$ cat src/rtl/cache_types_pkg.sv
// Shared types for the direct-mapped instruction cache: address split,
// FSM state encoding and default geometry.
package cache_types_pkg;

    localparam int ICACHE_IDX_W = 3;
    localparam int ICACHE_TAG_W = 32 - 3 - ICACHE_IDX_W;

    typedef struct packed {
        logic [ICACHE_TAG_W-1:0] tag;
        logic [ICACHE_IDX_W-1:0] idx;
        logic                    blkoff;
        logic [1:0]              bytoff;
    } icachef_t;

    typedef enum logic [1:0] {
        IDLE,
        FETCH0,
        FETCH1
    } icache_state_t;

endpackage

$ cat src/rtl/icache_frame_array.sv
// Valid/tag/data storage for the instruction cache: combinational read port,
// synchronous write port and a clear-all that wins over a same-cycle write.
module icache_frame_array #(
    parameter int SETS  = 8,
    parameter int IDX_W = $clog2(SETS),
    parameter int TAG_W = 29 - IDX_W
) (
    input  logic             clk,
    input  logic             rst,
    input  logic             clear,
    input  logic [IDX_W-1:0] rd_idx,
    output logic             rd_valid,
    output logic [TAG_W-1:0] rd_tag,
    output logic [63:0]      rd_data,
    input  logic             wr_en,
    input  logic [IDX_W-1:0] wr_idx,
    input  logic [TAG_W-1:0] wr_tag,
    input  logic [63:0]      wr_data,
    input  logic             wr_valid
);

    logic [SETS-1:0]  valid_reg;
    logic [TAG_W-1:0] tag_mem  [SETS];
    logic [63:0]      data_mem [SETS];

    // Only the valid bits are reset; stale tag/data are harmless behind valid=0.
    generate
        for (genvar gi = 0; gi < SETS; gi++) begin : g_valid
            always_ff @(posedge clk or posedge rst) begin
                if (rst) begin
                    valid_reg[gi] <= 1'b0;
                end else if (clear) begin
                    valid_reg[gi] <= 1'b0;
                end else if (wr_en && (wr_idx == IDX_W'(gi))) begin
                    valid_reg[gi] <= wr_valid;
                end
            end
        end
    endgenerate

    always_ff @(posedge clk) begin
        if (wr_en) begin
            tag_mem[wr_idx]  <= wr_tag;
            data_mem[wr_idx] <= wr_data;
        end
    end

    assign rd_valid = valid_reg[rd_idx];
    assign rd_tag   = tag_mem[rd_idx];
    assign rd_data  = data_mem[rd_idx];

endmodule

$ cat src/rtl/icache_direct.sv
// Direct-mapped read-only instruction cache with a zero-latency hit path and
// a two-word block fill over the iREN/iwait/iload memory handshake.
module icache_direct
    import cache_types_pkg::*;
#(
    parameter int SETS = 1 << ICACHE_IDX_W
) (
    input  logic        CLK,
    input  logic        RST,
    input  logic        imemREN,
    input  logic [31:0] imemaddr,
    output logic        ihit,
    output logic [31:0] imemload,
    input  logic        invalidate,
    output logic        iREN,
    output logic [31:0] iaddr,
    input  logic        iwait,
    input  logic [31:0] iload
);

    localparam int IDX_W = $clog2(SETS);
    localparam int TAG_W = 29 - IDX_W;

    icache_state_t    state_reg, state_next;
    logic [TAG_W-1:0] fill_tag_reg, fill_tag_next;
    logic [IDX_W-1:0] fill_idx_reg, fill_idx_next;
    logic [31:0]      buf0_reg, buf0_next;
    logic             inv_pend_reg, inv_pend_next;

    logic [TAG_W-1:0] req_tag;
    logic [IDX_W-1:0] req_idx;
    logic             req_blk;
    logic             unused_bytoff;

    logic             rd_valid;
    logic [TAG_W-1:0] rd_tag;
    logic [63:0]      rd_data;
    logic             wr_en;

    assign req_tag       = imemaddr[31:3+IDX_W];
    assign req_idx       = imemaddr[2+IDX_W:3];
    assign req_blk       = imemaddr[2];
    assign unused_bytoff = ^imemaddr[1:0];

    icache_frame_array #(
        .SETS  (SETS),
        .IDX_W (IDX_W),
        .TAG_W (TAG_W)
    ) u_frames (
        .clk      (CLK),
        .rst      (RST),
        .clear    (invalidate),
        .rd_idx   (req_idx),
        .rd_valid (rd_valid),
        .rd_tag   (rd_tag),
        .rd_data  (rd_data),
        .wr_en    (wr_en),
        .wr_idx   (fill_idx_reg),
        .wr_tag   (fill_tag_reg),
        .wr_data  ({iload, buf0_reg}),
        .wr_valid (~inv_pend_reg)
    );

    // A flush in progress masks the hit, so the request is treated as a miss.
    assign ihit     = imemREN && (state_reg == IDLE) && !invalidate
                      && rd_valid && (rd_tag == req_tag);
    assign imemload = ihit ? (req_blk ? rd_data[63:32] : rd_data[31:0]) : 32'h0;

    always_ff @(posedge CLK or posedge RST) begin
        if (RST) begin
            state_reg    <= IDLE;
            fill_tag_reg <= '0;
            fill_idx_reg <= '0;
            buf0_reg     <= '0;
            inv_pend_reg <= 1'b0;
        end else begin
            state_reg    <= state_next;
            fill_tag_reg <= fill_tag_next;
            fill_idx_reg <= fill_idx_next;
            buf0_reg     <= buf0_next;
            inv_pend_reg <= inv_pend_next;
        end
    end

    always_comb begin
        state_next    = state_reg;
        fill_tag_next = fill_tag_reg;
        fill_idx_next = fill_idx_reg;
        buf0_next     = buf0_reg;
        inv_pend_next = inv_pend_reg;
        iREN          = 1'b0;
        iaddr         = 32'h0;
        wr_en         = 1'b0;

        // A flush landing mid-fill must keep the in-flight block from becoming valid.
        if (invalidate && (state_reg != IDLE)) begin
            inv_pend_next = 1'b1;
        end

        case (state_reg)
            IDLE: begin
                if (imemREN && !ihit) begin
                    fill_tag_next = req_tag;
                    fill_idx_next = req_idx;
                    state_next    = FETCH0;
                end
            end
            FETCH0: begin
                iREN  = 1'b1;
                iaddr = {fill_tag_reg, fill_idx_reg, 1'b0, 2'b00};
                if (!iwait) begin
                    buf0_next  = iload;
                    state_next = FETCH1;
                end
            end
            FETCH1: begin
                iREN  = 1'b1;
                iaddr = {fill_tag_reg, fill_idx_reg, 1'b1, 2'b00};
                if (!iwait) begin
                    wr_en         = 1'b1;
                    inv_pend_next = 1'b0;
                    state_next    = IDLE;
                end
            end
            default: begin
                state_next = IDLE;
            end
        endcase
    end

endmodule

$ cat config.mk
export PLATFORM = sky130hd
export DESIGN_NAME = icache_direct
export DESIGN_NICKNAME = d
export VERILOG_FILES = /design/src/rtl/cache_types_pkg.sv /design/src/rtl/icache_frame_array.sv /design/src/rtl/icache_direct.sv
export SDC_FILE = /design/constraint.sdc
export NUM_CORES = 1
export LEC_CHECK = 0
export BUFFER_PORTS_ARGS = -buffer_cell sky130_fd_sc_hd__buf_2
export CORE_UTILIZATION = 50
export DETAILED_ROUTE_END_ITERATION = 10
export PLACE_DENSITY = 0.69
export RECOVER_POWER = 100
export SYNTH_ARGS = -nofsm -noshare
export SYNTH_HDL_FRONTEND = slang
export SYNTH_SLANG_ARGS = --single-unit
$ cat constraint.sdc
create_clock -name CLK -period 7.4 [get_ports CLK]
set_input_delay 1.48 -clock CLK [delete_from_list [all_inputs] [get_ports CLK]]
set_output_delay 1.48 -clock CLK [all_outputs]
set_load 0.03 [all_outputs]
---- Word level (Yosys, flattened, before mapping) ----
Memory sizes are Yosys's and may differ from the RTL's.
Index checks and enable logic that the tools add are counted.
word-level totals
  bits in registers ....................... 72
  memory bits (writable) .................. 720
  input bits .............................. 69
  memories kept ........................... 2
cells by class
  $lt $le $gt $ge ......................... 1
  mux-type cells .......................... 33
  reductions and logical operators ........ 31
  bitwise logic cells ..................... 2
  eq/ne operators ......................... 13
memories
  memory             words  bits a word  rd ports  clocked after memory_dff  wr ports  RTL line                  RTL
  u_frames.data_mem  8      64           1         0                         1         icache_frame_array.sv:24  logic [63:0] data_mem [SETS];
  u_frames.tag_mem   8      26           1         0                         1         icache_frame_array.sv:23  logic [TAG_W-1:0] tag_mem [SETS];
operator list
  operator            count
  $mux 32             2
  $pmux 32 s2         1
  $eq 26x26->1        1
  $mux 1              25
  $reduce_bool 2->1   9
  $logic_and 1x1->1   14
  $eq 3x3->1 const B  4
  $eq 3x2->1 const B  2
  $mux 2              3
  $pmux 2 s3          1
  $lt 3x4->1 const B  1
  $ne 2x2->1 const B  2
  $reduce_and 2->1    2
  $bmux 1 s3          1
  $eq 3x1->1 const B  1
  $logic_not 3->1     1
  $reduce_and 3->1    1
  $eq 2x1->1 const B  1
  $eq 2x2->1 const B  1
  $logic_not 1->1     2
  $logic_not 2->1     1
  $ne 2x1->1 const B  1
  $not 1->1           2
  $reduce_or 2->1     1

---- Logic depth before layout (Yosys ltp) ----
Gate-level depths: netlist (run 1).
  word-level depth ........................ 9
  mapped depth ............................ 13

---- Cells and area by module ----
Synthesis (run 1) repeated with hierarchy kept, for this count alone.
unflattened totals
  cells, all modules ...................... 1,387
  area total of the unflattened synthesis .. 31,975.7 um2
by module, submodules not included
  module              sequential area each (um2)  cells each  instances  area each (um2)
  icache_frame_array  21,820.9                    1,082       1          28,367.2
  icache_direct       1,601.5                     305         1          3,608.5

---- Worst setup path after synthesis (run 1) ----
Ideal clock, no wire load.
  path type ............................... input port to flip-flop
  start point ............................. input port iwait
  end point ............................... register u_frames.valid_reg[0]
  stages on the path ...................... 4
  data arrival time ....................... 8.346 ns
  slack ................................... -1.361 ns
  path buffers ............................ 0
  cell sequence ........................... nor2b_1 -> nand2b_1 -> nor3_1 -> a211oi_1
between the ends
  cells in the longest elaborated chain, start to end .. 4
ends and longest elaborated chain
  item                                RTL line                  RTL
  start, declared                     icache_direct.sv:17       input logic iwait,
  $mux 1                              icache_direct.sv:119      if (!iwait) begin
  $mux 1                              icache_direct.sv:100      case (state_reg)
  $logic_and 1x1->1                   icache_frame_array.sv:34  end else if (wr_en && (wr_idx == IDX_W'(gi))) begin
  $reduce_bool 2->1 (no source line)  n/a
  end signal, assigned by index       icache_frame_array.sv:35  valid_reg[gi] <= wr_valid;
  end, declared                       icache_frame_array.sv:22  logic [SETS-1:0] valid_reg;
No other way between the ends.
A chain may end at the register's enable or synchronous reset.

---- Final worst setup path (run 1) ----
  start point ............................. input port imemaddr[4]
  end point ............................... output port imemload[16]
between the ends
  cells in the longest elaborated chain, start to end .. 5
  elaborated cells on any way between the ends .. 9
  those cells by class .................... eq/ne (1); mux (4); reduce/logical (2); memory (2)
ends and longest elaborated chain
  item                                                  RTL line             RTL
  start, declared                                       icache_direct.sv:11  input logic [31:0] imemaddr,
  branches (longest 4 deep; another with $mem_v2 8x26)  n/a
  $mux 32 (*)                                           icache_direct.sv:67  assign imemload = ihit ? (req_blk ? rd_data[63:32] : rd_data[31:0]) : 32'h0;
  end, declared                                         icache_direct.sv:13  output logic [31:0] imemload,
Every way passes the cells marked *. The select of a mux whose other input is x is not followed.

==> results by group, run 1 <==
Global routing
  • First-pass GRT wire length: 92.3 mm
  • Largest net degree at the start of global routing: around 100
  • Global Route Usage Sum: 20.1%
  • Antenna violations before repair: 4
  • Gr ovfl total: 0
  • Vias in the first global route: 14,600

Synth
  • Synthesized area: ~30,000 um2
  • Cell taking the most area after synthesis: edfxtp_1
  • Synth top cells by count: 720 x edfxtp_1, 207 x mux4_2, 72 x dfrtp_1
  • Unique cell type count in the Yosys netlist: 39
  • Ys Warns: 0
  • Most common cell in the netlist: edfxtp_1
  • Synthesized flop and latch total: 792
  • Avg Inst Size Synth: 22.8 um2
  • Number of synthesized flops with an enable pin: 720
  • Post-synth ARST share: 9.09%
  • Main flop type after synthesis: edfxtp_1
  • Synth top area cells: edfxtp_1 71%, mux4_2 15%, dfrtp_1 5.9%
  • Sequential area share after synthesis: about three quarters
  • Synth top area share: 70.6%
  • Mapped Cells: 1,341

Worst setup path
  • Setup crit end kind: output port
  • Worst Path Max Fanout: 66
  • Crit path max-delay family: buffers and inverters
  • Slowest cell delay on critical path: 0.58 ns
  • Critical Path Source Type: primary input
  • Crit path arrival time: 4.88 ns
  • Crit path cell chain: clkbuf_8, buf_4, mux2_2, a2bb2o_1, nor3_1, nand3b_1, nor4_1, nand3_2, buf_4, nor2b_1, clkbuf_1
  • Cell mode on critical path: buf_4
  • Worst EP required: 5.92 ns
  • Setup CP Type: in2out
  • CP max stage cell: buf_4
  • WP buf/inv: 4

Timing
  • Worst-Margin Slew: ~4.4 ns
  • Final period util: a little under nine tenths
  • Hold violation count in the final report: 0
  • Worst slew margin: -195%
  • RSZ-0062 raised after global routing: no
  • Final TNS setup: 0 ns
  • Fmax: 157 MHz
  • Setup violators final: 0
  • Worst Skew: 0.0227 ns
  • Max-slew violation count: 823
  • Tmin final: 6.36 ns

CTS
  • Clock sinks: 792
  • CTS resizes: 0
  • Clk pin slew, worst setup/hold paths: 0.06 ns
  • H-tree depth: 3
  • Hold Buf Count CTS: 0
  • Worst-Skew Late Latency: 0.63 ns
  • CTS tree: built
  • Root Buffer Master: clkbuf_16
  • CTS Buf Count: between 70 and 80
  • Post-CTS setup buffers: 0
  • CTS Buffer Depth: 3

Power
  • Pwr Density: 326 nW/um2
  • Leak pwr: about 0.011 uW
  • Total power: 11,300 uW
  • Peak VDD IR: 252 uV

Placed design
  • RePlAce Congestion: 0.751
  • Hpwl dp: between 30 and 40 mm
  • DP Cell Count: 2,213
  • I/O Buffers: 130

Floorplan
  • Core ar.: about 60,000 um2
  • Die X: 249 um
  • # IOs: 135
  • Full die area: 62,200 um2
  • Initial Utilization: between 50% and 60%
  • Die span in y: about 250 um
  • FP Rows: 90

Finish
  • Area taken by multi-input logic gates: 6850 um2
  • Nets: 1,586
  • Final Util: between 50 and 60%
  • Syn-to-layout area delta: 13.5%
  • Fillers: 4,382
  • Max reg flops: 512
  • Fraction of layout cells with a size suffix above 1: 28.8%
  • FF/Latch Area: between 20,000 and 25,000 um2
  • Fin cells: between 2,000 and 2,500

Routing
  • Drt drc: 0
  • DR WL/cell: 25.7 um
  • Vias per Instance: 5.84
  • Antenna Nets Post-Route: 0
  • First-pass DRT Iterations: 4
  • Drt first-iter violations: 988
  • Routed wire length: 60.7 mm
  • Via count: 13,800

Run status
  • Outcome: finished, violations left
  • Failing checks: capacitance limit, slew limit

Hold path
  • Worst Hold Class: reg2reg

Run
  • Max Cap Violations: 20
[per-layer routing]
metal / GRT usage (%) / wire, um / vias up
met2: 32.6 / 30200 / 398
met1: 28.0 / 25800 / 7393
met3: 4.02 / 3720 / 81
li1: - / - / 5918
met4: 5.68 / 1020 / 8
met5: 0 / 46 / -
[power by group]
group          switching, uW  internal (uW)
Sequential               433           5660
Clock                   1650           2480
Combinational            656            461
Total                   2740           8600
[cells by family after synthesis]
kind of cell / count (synthesis) / share of synthesized area, %
AND/OR/NAND/NOR: 114 / 2.13
XOR/XNOR: 23 / 0.658
flip-flops: 792 / 76.5
multiplexers: 304 / 18.7
adder cells (fa/ha/maj): 5 / 0.204
AO/OA/AOI/OAI: 26 / 0.605
buffers and inverters: 76 / 1.25
other: 1 / 0.0122
[final cells by class]
class,count,area share [%]
sequential,792,67.4
multi-input combinational,474,19.7
clock buffer,106,6.30
tap,782,2.82
timing repair buffer,158,2.13
clock inverter,41,1.55
inverter,7,0.0792
antenna,2,0.0144
[path summary, 6_finish.rpt]
kind                       depth (start not counted)                              start  slack, ns                                  to
max                                               11                        imemaddr[4]       1.04                        imemload[16]
min                                                2  u_frames.valid_reg[2]$_DFFE_PP0P_       0.57   u_frames.valid_reg[2]$_DFFE_PP0P_
max reg2reg                                        6           state_reg[0]$_DFFE_PP0P_       1.36  u_frames.data_mem[7][31]$_DFFE_PP_
min reg2reg                                        2  u_frames.valid_reg[2]$_DFFE_PP0P_       0.57   u_frames.valid_reg[2]$_DFFE_PP0P_
max in group asynchronous                          3                                RST       2.55            buf0_reg[11]$_DFFE_PP0P_
min in group asynchronous                          2                                RST       1.41         fill_tag_reg[6]$_DFFE_PP0P_
[metrics by stage]
stage          instance area (um2)  setup WS [ns]  hold WS [ns]
3_3_place_gp                 32300           1.10         0.552
4_1_cts                      35000           1.05         0.565
3_5_place_dp                 32300           1.08         0.558
2_1_floorplan                30600           1.16         0.507
6_report                     34800           1.04         0.569
5_1_grt                      34800          0.741         0.584
[cells in the final DEF (no fill, tap or decap), types with 13 or more instances in the layout]
cell / count
and2_0: 16
and2_1: 13
buf_2: 47
clkbuf_1: 110
clkbuf_16: 81
clkinv_2: 13
dfrtp_1: 72
edfxtp_1: 720
mux2_2: 53
mux2i_1: 34
mux4_2: 207
nor2_1: 16
nor2b_1: 36
xor2_1: 20
[tightest hold or removal path: cells and delay by family (launching register included)]
| kind | cells | cell delay (ns) |
|---|---|---|
| AND/OR/NAND/NOR | 1 | 0.10 |
| flip-flops | 1 | 0.37 |
| AO/OA/AOI/OAI | 1 | 0.06 |
Note: power is estimated with default switching activity, not from simulation.
==> run 2: changes to the inputs <==
- CORE_ASPECT_RATIO: default -> 1.4
- CORE_MARGIN: default -> 4
==> results by group, run 2 (same netlist as run 1, synthesis figures left out) <==
Run status
  • Outcome: finished, violations left
  • Failing checks: capacitance limit, slew limit

Finish
  • Most frequent cells in the layout: 720 x edfxtp_1, 207 x mux4_2, 116 x clkbuf_1
  • Final Util: 56.8% (-0.73 points)
  • Syn-to-layout area delta: 12.6%
  • Nets: 1,585 (-0.063%)
  • Fraction of layout cells with a size suffix above 1: 27.8% (-0.95 points)
  • Fillers: 4,500 (+2.7%)
  • Fin cells: 2,389 (+1.1%)
  • Max reg flops: 512 (unchanged)
  • Most common cell after layout, fill and taps aside: edfxtp_1

Worst setup path
  • Slowest cell delay on critical path: 2.33 ns (+1.75 ns)
  • Crit path cell chain: clkbuf_1, nor2b_1, nand2_1, nor3_1, clkbuf_1, clkbuf_1, a211oi_1
  • WP buf/inv: 3 (-1)
  • Reg-to-reg critical path endpoint: u_frames.valid_reg[4]$_DFFE_PP0P_
  • Cell mode on critical path: clkbuf_1
  • Critical Path Source Type: primary input
  • Worst r2r src: state_reg[0]$_DFFE_PP0P_
  • CP max stage cell: clkbuf_1
  • Setup crit start: iwait
  • Worst EP required: 7.76 ns (+1.84 ns)
  • Setup CP Type: in2reg
  • Worst Path Max Fanout: 45 (-32%)
  • Crit path arrival time: 6.78 ns (+1.90 ns)
  • Flop-to-flop setup slack: 1.24 ns (-0.12 ns)
  • Setup crit end kind: flip-flop
  • Crit path max-delay family: buffers and inverters
  • Reg2reg path depth: 8 (+2)

Routing
  • Routed wire length: 61.7 mm (+1.6%)
  • Antenna Nets Post-Route: 0 (unchanged)
  • Drt first-iter violations: 978 (-1.0%)
  • First-pass DRT Iterations: 5 (+1)
  • Via count: 13,800 (+0.26%)
  • Drt drc: 0 (unchanged)
  • DR WL/cell: 25.8 um (+0.45%)
  • Vias per Instance: 5.79 (-0.87%)

Floorplan
  • Core ar.: 60,800 um2 (+0.51%)
  • Die X: 217 um (-13%)
  • Initial Utilization: 50.4% (-0.26 points)
  • # IOs: 135 (unchanged)
  • Die span in y: 301 um (+21%)
  • Full die area: 65,300 um2 (+5.0%)
  • FP Rows: 107 (+19%)

Power
  • Peak VDD IR: 297 uV (+18%)
  • Leak pwr: 0.0111 uW (-1.4%)
  • Pwr Density: 318 nW/um2 (-2.6%)

CTS
  • Worst-Skew Late Latency: 0.60 ns (-0.03 ns)
  • Clock sinks: 792 (unchanged)
  • CTS Buffer Depth: 3 (unchanged)
  • CTS Buf Count: 73 (-7.6%)
  • Hold Buf Count CTS: 0 (unchanged)
  • Post-CTS setup buffers: 0 (unchanged)
  • CTS resizes: 0 (unchanged)
  • Root Buffer Master: clkbuf_16
  • H-tree depth: 3 (unchanged)
  • CTS tree: built
  • Clk pin slew, worst setup/hold paths: 0.06 ns (about the same)

Global routing
  • Gr ovfl total: 0 (unchanged)
  • First-pass GRT wire length: 93.2 mm (+1.0%)
  • Vias in the first global route: 14,700 (+0.66%)
  • Largest net degree at the start of global routing: 90 (-11%)
  • Antenna violations before repair: 5 (+1)
  • Global Route Usage Sum: 19.2% (-0.89 points)

Hold path
  • Worst Hold Endpoint: u_frames.valid_reg[6]$_DFFE_PP0P_
  • Hold Crit Start: u_frames.valid_reg[6]$_DFFE_PP0P_
  • Worst Hold Class: reg2reg
  • Hold-critical path depth: 2 (unchanged)

Timing
  • Final period util: 86.8% (+0.86 points)
  • Worst Skew: 0.0290 ns (+0.00633 ns)
  • WHS: 0.572 ns (+0.00286 ns)
  • Worst slew margin: -161% (+35 points)
  • Max-slew violation count: 853 (+3.6%)
  • Setup violators final: 0 (unchanged)
  • RSZ-0062 raised after global routing: no
  • Tmin final: 6.42 ns (+0.0637 ns)
  • Worst-Margin Slew: 3.91 ns (-0.523 ns)
  • Fmax: 156 MHz (-0.99%)
  • Final TNS setup: 0 ns (unchanged)
  • Hold violation count in the final report: 0 (unchanged)

Placed design
  • RePlAce Congestion: 0.722 (-3.8%)
  • I/O Buffers: 130 (unchanged)
  • Hpwl dp: 32.8 mm (+4.3%)
  • DP Cell Count: 2,253 (+1.8%)

Run
  • Max Cap Violations: 20 (unchanged)
==> run 2: routing by layer <==
layer / up-vias / GRT usage, % / share of wire (%)
met1: 7443 / 26.4 / 41
met3: 91 / 3.33 / 5.2
met4: 0 / 5.68 / 2.2
met5: - / 0 / 0
met2: 391 / 32.1 / 51
li1: 5909 / - / -
==> run 2: final cells by class <==
| cell class | instances | area (um2) | area share, % |
|---|---|---|---|
| clock inverters | 27 | 327 | 0.947 |
| repair buffers | 163 | 761 | 2.21 |
| diodes | 5 | 12.5 | 0.0363 |
| multi-input cells | 474 | 6840 | 19.8 |
| flip-flops and latches | 792 | 23400 | 67.9 |
| clock buffers | 104 | 2080 | 6.03 |
| inverters | 7 | 27.5 | 0.0798 |
| well taps | 817 | 1020 | 2.96 |
==> run 2: power by group <==
part | total (uW) | switching (uW) | leakage, uW | internal [uW]
clock | 3760 | 1550 | 0.00116 | 2210
sequential | 6070 | 415 | 0.00735 | 5650
combinational | 1130 | 667 | 0.00261 | 462
==> run 2: worst min-delay path, stage by stage, from the launching register on <==
cell	delay, ns
dfrtp_1	0.38
nor2_1	0.10
a211oi_1	0.05
==> run 2: through the flow <==
step	power, uW	setup WS [ns]	area [um2]
final	11000	0.977	34500
after global routing	11400	0.594	34500
after CTS	11100	1.00	34800
after detailed placement	7350	1.03	32400
after global placement	7260	1.09	32400
after floorplan	6840	1.16	30600
==> run 2: worst max-delay path by stage <==
stage                                                   end  slack [ns]  cells after the start
final                     u_frames.valid_reg[4]$_DFFE_PP0P_        0.98                      7
after global routing      u_frames.valid_reg[4]$_DFFE_PP0P_        0.59                      8
after CTS                                      imemload[28]        1.00                     11
after detailed placement                       imemload[28]        1.03                     11
after global placement                          imemload[5]        1.09                     10
after floorplan           u_frames.valid_reg[7]$_DFFE_PP0P_        1.16                      4
==> run 3: changes to the inputs <==
- PLACE_DENSITY: 0.69 -> 0.67
- clock period: 7.4 -> 6.4 ns (I/O delays scaled with it)
==> results by group, run 3 (same netlist as run 1, synthesis figures left out) <==
Run status
  • Outcome: finished, violations left
  • Failing checks: capacitance limit, slew limit

Worst setup path
  • Cell mode on critical path: buf_4
  • Worst EP required: 5.12 ns (-2.64 ns)
  • Slowest cell delay on critical path: 0.46 ns (-1.87 ns)
  • Worst Path Max Fanout: 51 (+13%)
  • CP max stage cell: clkbuf_8
  • Critical Path Source Type: primary input
  • Setup CP Type: in2out
  • Crit path max-delay family: buffers and inverters
  • Crit path cell chain: clkbuf_8, buf_4, mux4_2, mux2i_1, xor2_1, o2111ai_1, nor4_1, nand3_2, buf_4, nor2b_1, clkbuf_1
  • Setup crit end kind: output port
  • WP buf/inv: 4 (+1)
  • Flop-to-flop setup slack: 0.84 ns (-0.40 ns)
  • Crit path arrival time: 4.58 ns (-2.20 ns)

Routing
  • First-pass DRT Iterations: 5 (unchanged)
  • Vias per Instance: 5.74 (-0.94%)
  • Antenna Nets Post-Route: 0 (unchanged)
  • Drt first-iter violations: 963 (-1.5%)
  • Via count: 13,800 (-0.57%)
  • Routed wire length: 61.3 mm (-0.67%)
  • DR WL/cell: 25.6 um (-1.0%)
  • Drt drc: 0 (unchanged)

Floorplan
  • Initial Utilization: 50.4% (unchanged)
  • Full die area: 65,300 um2 (unchanged)
  • Core ar.: 60,800 um2 (unchanged)
  • # IOs: 135 (unchanged)
  • Die X: 217 um (unchanged)
  • Die span in y: 301 um (unchanged)
  • FP Rows: 107 (unchanged)

Finish
  • Nets: 1,590 (+0.32%)
  • Final Util: 57.0% (+0.23 points)
  • Syn-to-layout area delta: 13.1%
  • Fraction of layout cells with a size suffix above 1: 29.1% (+1.3 points)
  • Post-route cell area: 34,600 um2 (+0.41%)
  • Fillers: 4,510 (+0.22%)
  • Fin cells: 2,398 (+0.38%)
  • FF/Latch Area: 23,400 um2 (unchanged)
  • Area taken by multi-input logic gates: 6840 um2 (about the same)
  • Most common cell after layout, fill and taps aside: edfxtp_1
  • Max reg flops: 512 (unchanged)
  • Most frequent cells in the layout: 720 x edfxtp_1, 207 x mux4_2, 103 x clkbuf_1

Timing
  • Final period util: around nine tenths
  • Worst slew margin: -165% (-4.1 points)
  • Tmin final: 5.86 ns
  • Worst-Margin Slew: 3.97 ns (+0.0622 ns)
  • Hold violation count in the final report: 0 (unchanged)
  • Setup violators final: 0 (unchanged)
  • RSZ-0062 raised after global routing: no
  • Worst Skew: 0.0238 ns (-0.00515 ns)
  • Final TNS setup: 0 ns (unchanged)
  • Fmax: 171 MHz
  • Max-slew violation count: 798 (-6.4%)

CTS
  • CTS Buffer Depth: 3 (unchanged)
  • Clk pin slew, worst setup/hold paths: 0.06 ns (about the same)
  • Post-CTS setup buffers: 0 (unchanged)
  • CTS tree: built
  • Root Buffer Master: clkbuf_16
  • Worst-Skew Late Latency: 0.61 ns (about the same)
  • H-tree depth: 3 (unchanged)
  • CTS resizes: 0 (unchanged)
  • Hold Buf Count CTS: 0 (unchanged)
  • CTS Buf Count: 75 (+2.7%)
  • Clock sinks: 792 (unchanged)

Placed design
  • Hpwl dp: 33.3 mm (+1.6%)
  • DP Area: 32,400 um2 (about the same)
  • RePlAce Congestion: 0.734 (+1.6%)
  • DP Cell Count: 2,256 (+0.13%)
  • I/O Buffers: 130 (unchanged)

Global routing
  • First-pass GRT wire length: 92.8 mm (-0.43%)
  • Gr ovfl total: 0 (unchanged)
  • Global Route Usage Sum: 19.1% (-0.066 points)
  • Largest net degree at the start of global routing: 75 (-17%)
  • Vias in the first global route: 14,800 (+0.42%)
  • Antenna violations before repair: 10 (+5)

Run
  • Max Cap Violations: 22 (+10%)

Hold path
  • Worst Hold Class: reg2reg

Power
  • Total power: 12,800 uW (+17%)
  • Leak pwr: 0.0112 uW (+1.0%)
  • Peak VDD IR: 313 uV (+5.3%)
  • Pwr Density: 370 nW/um2 (+16%)
run 3: final cells by class:
cell class / count / share of cell area [%]
clock buffers: 96 / 5.95
repair buffers: 166 / 2.31
clock inverters: 43 / 1.32
flip-flops and latches: 792 / 67.6
inverters: 7 / 0.0795
diodes: 3 / 0.0217
well taps: 817 / 2.95
multi-input cells: 474 / 19.7
run 3: through the flow:
stage                     hold WS [ns]  setup slack, ns
after CTS                        0.556            0.630
after global routing             0.596            0.264
after floorplan                  0.507            0.364
final                            0.561            0.537
after detailed placement         0.541            0.631
after global placement           0.551            0.680
run 3: where the power goes:
| part | internal (uW) | switching [uW] | total, uW |
|---|---|---|---|
| registers | 6530 | 466 | 7000 |
| logic | 542 | 782 | 1320 |
| clock network | 2620 | 1860 | 4480 |
| total | 9700 | 3110 | 12800 |
run 3: worst reg2reg max path: stages, from the launching register on:
cell,delay [ns]
dfrtp_1,0.42
inv_1,0.12
ha_1,0.19
nor2b_1,0.30
nand2b_1,0.17
nor2_1,1.80
clkbuf_2,2.01
nor2_1,0.13
a211oi_1,0.31
run 3: final timing paths:
kind | start | to | cells after the start
worst max-delay path | imemaddr[4] | imemload[28] | 11
worst min-delay path | fill_idx_reg[2]$_DFFE_PP0P_ | fill_idx_reg[2]$_DFFE_PP0P_ | 1
worst max register to register | state_reg[0]$_DFFE_PP0P_ | u_frames.valid_reg[2]$_DFFE_PP0P_ | 8
worst min register to register | fill_idx_reg[2]$_DFFE_PP0P_ | fill_idx_reg[2]$_DFFE_PP0P_ | 1
max in group asynchronous | RST | buf0_reg[7]$_DFFE_PP0P_ | 3
min in group asynchronous | RST | fill_tag_reg[16]$_DFFE_PP0P_ | 2
run 3: per-layer routing:
| metal | GRT usage, % | vias to the layer above | routed length (um) |
|---|---|---|---|
| met5 | 0 | - | 89 |
| met4 | 6.41 | 14 | 1670 |
| met3 | 3.57 | 107 | 3360 |
| met2 | 31.8 | 388 | 31200 |
| met1 | 26.0 | 7316 | 25000 |
| li1 | - | 5930 | - |
